`src/rtl/alu_responder.sv`:
```
// alu_responder: byte-stream command responder (opcode/rsvd/len header, echo/add/mul/reject) between uart_rx and uart_tx
module alu_responder #(
  parameter logic [7:0] OP_ECHO  = 8'hEC,
  parameter logic [7:0] OP_ADD   = 8'hA1,
  parameter logic [7:0] OP_MUL   = 8'hB2,
  parameter logic [7:0] ERR_BYTE = 8'hEE
) (
  input  logic       clk,
  input  logic       rst,
  input  logic [7:0] s_axis_tdata,
  input  logic       s_axis_tvalid,
  output logic       s_axis_tready,
  output logic [7:0] m_axis_tdata,
  output logic       m_axis_tvalid,
  input  logic       m_axis_tready,
  output logic       busy,
  output logic       err_o
);
  typedef enum logic [3:0] {OPC, RSV, LLO, LHI, ECHO, OPND, EXEC, SEND, DRAIN, ERR} state_t;
  state_t state, state_n;
  logic [7:0] opc, len_lo, load_data;
  logic [15:0] rem, len;
  logic [31:0] accum, opnd;
  logic [2:0] cnt;
  logic out_free, load, s_hs;
  always_ff @(posedge clk or negedge rst)
    if (!rst) state <= OPC;
    else state <= state_n;
  always_comb begin
    len = {s_axis_tdata, len_lo};
    out_free = !m_axis_tvalid || m_axis_tready;
    s_axis_tready = 1'b0;
    state_n = state;
    load = 1'b0;
    load_data = ERR_BYTE;
    case (state)
      OPC: begin
        s_axis_tready = 1'b1;
        if (s_axis_tvalid) state_n = RSV;
      end
      RSV: begin
        s_axis_tready = 1'b1;
        if (s_axis_tvalid) state_n = LLO;
      end
      LLO: begin
        s_axis_tready = 1'b1;
        if (s_axis_tvalid) state_n = LHI;
      end
      LHI: begin
        s_axis_tready = 1'b1;
        if (s_axis_tvalid)
          state_n = len < 16'd4 ? ERR :
                    opc == OP_ECHO ? (len == 16'd4 ? OPC : ECHO) :
                    ((opc == OP_ADD || opc == OP_MUL) && len >= 16'd8 && len[1:0] == 2'd0) ? OPND : DRAIN;
      end
      ECHO: begin
        s_axis_tready = out_free;
        load = s_axis_tvalid && out_free;
        load_data = s_axis_tdata;
        if (load && rem == 16'd1) state_n = OPC;
      end
      OPND: begin
        s_axis_tready = 1'b1;
        if (s_axis_tvalid && cnt == 3'd3) state_n = EXEC;
      end
      EXEC: state_n = rem == 16'd0 ? SEND : OPND;
      SEND: begin
        load = out_free && !cnt[2];
        load_data = accum[{cnt[1:0], 3'b000} +: 8];
        if (cnt[2] && m_axis_tvalid && m_axis_tready) state_n = OPC;
      end
      DRAIN: begin
        // rem==0 must not swallow the first byte of the next frame
        s_axis_tready = rem != 16'd0;
        if (rem == 16'd0) state_n = ERR;
      end
      ERR: begin
        load = out_free && cnt == 3'd0;
        if (cnt == 3'd1 && m_axis_tvalid && m_axis_tready) state_n = OPC;
      end
      default: state_n = OPC;
    endcase
    s_hs = s_axis_tvalid && s_axis_tready;
    busy = state != OPC;
  end
  always_ff @(posedge clk or negedge rst)
    if (!rst) begin
      opc <= 8'd0;
      len_lo <= 8'd0;
      rem <= 16'd0;
      accum <= 32'd0;
      opnd <= 32'd0;
      cnt <= 3'd0;
      m_axis_tdata <= 8'd0;
      m_axis_tvalid <= 1'b0;
      err_o <= 1'b0;
    end else begin
      if (state == OPC && s_hs) opc <= s_axis_tdata;
      if (state == LLO && s_hs) len_lo <= s_axis_tdata;
      if (state == LHI && s_hs) begin
        rem <= len - 16'd4;
        accum <= opc == OP_MUL ? 32'd1 : 32'd0;
      end else if ((state == ECHO || state == OPND || state == DRAIN) && s_hs) rem <= rem - 16'd1;
      if (state == OPND && s_hs) opnd <= {s_axis_tdata, opnd[31:8]};
      if (state == EXEC) accum <= opc == OP_ADD ? accum + opnd : accum * opnd;
      // cnt counts operand bytes in OPND and loaded response bytes in SEND/ERR
      cnt <= state_n != state ? 3'd0 : cnt + {2'b00, (state == OPND && s_hs) || load};
      if (load) begin
        m_axis_tdata <= load_data;
        m_axis_tvalid <= 1'b1;
      end else if (m_axis_tready) m_axis_tvalid <= 1'b0;
      err_o <= state_n == ERR && state != ERR;
    end
endmodule
```
`config.mk`:
```
export PLATFORM = sky130hd
export DESIGN_NAME = alu_responder
export DESIGN_NICKNAME = d
export VERILOG_FILES = /design/src/rtl/alu_responder.sv
export SDC_FILE = /design/constraint.sdc
export NUM_CORES = 2
export LEC_CHECK = 0
export CAP_MARGIN = 20
export CORE_MARGIN = 4
export CORE_UTILIZATION = 65
export DETAILED_ROUTE_END_ITERATION = 10
export PLACE_DENSITY = 0.82
export SETUP_SLACK_MARGIN = 0.15
export SYNTH_ARGS = -nofsm -noshare
export SYNTH_HDL_FRONTEND = slang
export SYNTH_SLANG_ARGS = --single-unit
```
`constraint.sdc`:
```
create_clock -name clk -period 9.7 [get_ports clk]
set_clock_uncertainty 0.05 [all_clocks]
set_input_delay 1.455 -clock clk [delete_from_list [all_inputs] [get_ports clk]]
set_output_delay 1.455 -clock clk [all_outputs]
set_load 0.01 [all_outputs]
```
==> metrics.sh <==
SYNTH.MUX.AREA_FRACTION_PCT=3.41
TIMING.SETUP.TNS_NS=0
WL_PER_CELL_UM=22.1
GRT_START_MAX_NET_PINS=81
POST-ROUTE-PERIOD-UTIL_PCT=82.1
PLACED_CELLS=2875
P_LEAK_nW=11.8
POWER_DENSITY_nW_PER_UM2=111
FINAL_LAYOUT_SIZE_SUFFIX_GT1_SHARE_PCT=5.61
FIRST_ITERATION_DETAILED_ROUTING_DRC_COUNT=1686
YS_TYPES=76
CLOCK_LATENCY_NS=0.42
SEQ_AREA_FRAC_SYNTH_PCT=12.3
FP.DIEAREA_UM2=38300
REPORT.FINAL.SLEW_VIOL_COUNT=0
WORSTHOLDPATHTYPE='flip-flop to flip-flop'
SETUP.WORST_PATH.START_CLASS='flip-flop'
WIRE_LENGTH_OF_THE_FIRST_GLOBAL_ROUTING_PASS_MM=105
SYNTH_MOST_COMMON_CELL='fa_1'
PATH_CLASS='flip-flop to flip-flop'
WORST-PATH-MAX-FANOUT=26
CORE_AREA_UM2=34600
VIAS=18000
RSZ_0062_RAISED_AFTER_GLOBAL_ROUTING='no'
TOT_GR_TRACK_USE_PCT=34.8
DRV_CAP=0
HOLDBUFCOUNTCTS=0
SYNTH_LARGEST_AREA_CELL='fa_1'
CTS_TREE='built'
CTS_REPAIR_RESIZE_COUNT=0
RELSLEWSLACK_PCT=17.0
PLACE.DETAILED.HPWL_MM=47.3
SYNTH_COMPOUND_GATE_AREA_SHARE_PCT=8.20
FINALWEIGHTEDCONGESTION=0.974
YOSYS.AREA.TOP_TYPE_SHARE_PCT=35.8
LARGEST_FAMILY_OF_LOGIC_CELLS_BY_SYNTHESIZED_AREA='adder cells'
HTREEDEPTH=4
PORT_BUFFERS=23
SYNTH_ENABLE_FLOP_CELLS=0
INSTANCE_COUNT_OF_THE_MAPPED_NETLIST=2496
WORST_SLEW_PIN_SLEW_NS=1.24
CTS_INSERTED_BUFFERS=17
POST-CTS-SETUP-BUFFER-COUNT=0
CRITPATHREQUIREDTIME_NS=9.93
AVGVIACOUNTPERCELL=6.17
PERIOD_NEEDED_NS=7.97
CP.ARRIVAL_NS=8.19
SYNTHESIS.AREA_PER_INSTANCE_UM2=9.17
CORE.ROWCOUNT=68
DIE_HEIGHT_UM=196
FIRST_GLOBAL_VIAS=19500
SETUP.WORST_PATH.END_CLASS='flip-flop'
DRT.ANTENNA.VIOLATING_NETS=0
DIE-WIDTH_UM=196
DR.PASS1.ITERS=6
SETUP_VIOL=0
SYNTH_SEQ_CELLS=113
CTS_BUFFER_DEPTH=2
DETAIL_ROUTE.WIRELENGTH_MM=64.2
RUN_STATUS='complete, no violations'
FINALINSTANCEAREA_UM2=24100
LAYOUT-AREA-OVERHEAD-VS-SYNTH_PCT=5.06
SYNTH-SIMPLE-AREA-SHARE_PCT=17.9
PRE_CTS_SLACK_NS=1.86
GLOBAL_ROUTE.OVERFLOW_TOTAL=0
NUMBER_OF_ANTENNA_VIOLATIONS_AT_THE_FIRST_CHECK_IN_GLOBAL_ROUTING=1
POSTLAYOUTSETUPSLACKWORST_NS=1.73
NUM-FILL-CELLS=2621
SYNTH_FLOP_CELL='dfrtp_1'
NNETSFINAL=3027
SYN-NUM-NETS=3078
POST_LAYOUT_NONFILLER_INSTANCES=2913
XOR_XNOR_SHARE_OF_THE_SYNTHESIZED_AREA_PCT=4.59
DETAIL_ROUTE.DRC_VIOLATIONS=0
YOSYS-TOP-CELLS-COUNT='409 x fa_1, 403 x inv_1, 305 x and2_1, 282 x nand2_1, 161 x ha_1'
ANTENNA_DIODE_COUNT=0
CLKTRANSATPATHREGS_NS=0.06
CTS_NUM_SINKS=113
SYN_AREA_UM2=22900
TIMING.FINAL.HOLD_VIOLATIONS=0
HOLDWS_NS=0.434
YOSYSWARNINGS=0
IO_PINS=24
SYNTHARSTFLOPSHARE_PCT=100
SYNTH-ADDER-AREA-SHARE_PCT=44.6
MAX_FREQ_MHz=126
CTS_ROOT_BUF='clkbuf_16'
YS_TOP_CELLS_BY_AREA='fa_1 36%, dfrtp_1 12%, ha_1 8.8%, and2_1 8.3%, inv_1 6.6%'
PLACEMENT.CELL_AREA_UM2=23400
FLOORPLAN.INITIALDENSITY_PCT=66.1
PEAK_SUPPLY_DROP_V=0.000179
-- placed cells by master (no fill, tap or decap), types with 6 or more instances in the layout --
master             n
fa_1             409
inv_1            403
and2_1           305
nand2_1          282
ha_1             161
dfrtp_1          113
a21oi_1           93
xnor2_1           84
o21ai_0           83
nor2_1            75
mux2_2            48
nand3_1           39
xor2_1            36
nor3_1            28
buf_4             25
clkdlybuf4s50_1   22
a21o_1            20
clkbuf_16         17
nand2b_1          12
o21a_1            12
a211oi_1          11
a31oi_1           10
a22oi_1            9
o21bai_1           8
o31ai_1            8
mux4_2             8
nor3b_1            6
or2_2              6
and3_1             6
mux2i_1            6
-- layout make-up --
| cell class | count | area, um2 | area share (%) |
|---|---|---|---|
| timing repair buffer | 55 | 581 | 2.41 |
| multi-input combinational | 1855 | 18000 | 74.8 |
| sequential | 113 | 2830 | 11.8 |
| clock buffer | 24 | 482 | 2.00 |
| tap | 455 | 569 | 2.37 |
| clock inverter | 8 | 80.1 | 0.333 |
| inverter | 403 | 1510 | 6.29 |
-- critical path, cell delays in order (launching register included) --
cell and delay, ns:
dfrtp_1 1.13, ha_1 0.42, inv_1 0.11, fa_1 0.38, inv_1 0.10, fa_1 0.44, fa_1 0.53, inv_1 0.06
fa_1 0.47, inv_1 0.05, fa_1 0.45, ha_1 0.31, fa_1 0.54, fa_1 0.44, ha_1 0.37, o21ai_1 0.12
a211oi_1 0.30, a211oi_1 0.14, a21oi_1 0.37, nor4bb_1 0.14, o41ai_1 0.46, xnor2_1 0.17, a2bb2oi_1 0.15, o21ai_0 0.09
-- per-stage QoR --
stage	power, mW	util [%]
finish	2.67	69.5
floorplan	1.52	-
global placement	1.96	67.4
detailed placement	2.00	67.5
CTS	2.61	69.1
global route	2.80	69.5
-- routing by layer --
layer,vias to the layer above,global-route usage (%),wire length [um]
li1,7704,-,-
met4,2,14.6,3010
met1,9103,46.2,24700
met5,-,0,13
met2,952,55.9,30400
met3,209,7.59,6160
-- flip-flops by register name, indices dropped and copies added, names as in the netlist --
register / cells
opnd: 32
accum: 32
state: 4
len_lo: 8
m_axis_tdata: 8
opc: 8
cnt: 3
rem: 16
err_o: 1
m_axis_tvalid: 1
-- report_power, final --
group          switching, mW  internal [mW]  total [mW]
combinational          0.643          0.431        1.07
sequential             0.389          0.605       0.994
clock                  0.225          0.372       0.597
-- worst paths after layout --
kind | slack, ns | cells past startpoint | startpoint | endpoint
setup / recovery | 1.73 | 23 | opnd[8] | accum[30]
hold / removal | 0.43 | 1 | m_axis_tdata[6] | m_axis_tdata[6]
setup reg to reg | 1.73 | 23 | opnd[8] | accum[30]
hold reg to reg | 0.43 | 1 | m_axis_tdata[6] | m_axis_tdata[6]
max in group asynchronous | 7.56 | 3 | rst | opnd[15]
min in group asynchronous | 0.94 | 1 | rst | rem[7]
-- kinds of logic after synthesis --
| group | Yosys count |
|---|---|
| buf+inv | 528 |
| xor+xnor | 120 |
| flops | 113 |
| mux | 62 |
| fa+ha+maj | 570 |
| compound gates | 305 |
| simple gates | 798 |
Note: power is estimated with default switching activity, not from simulation.
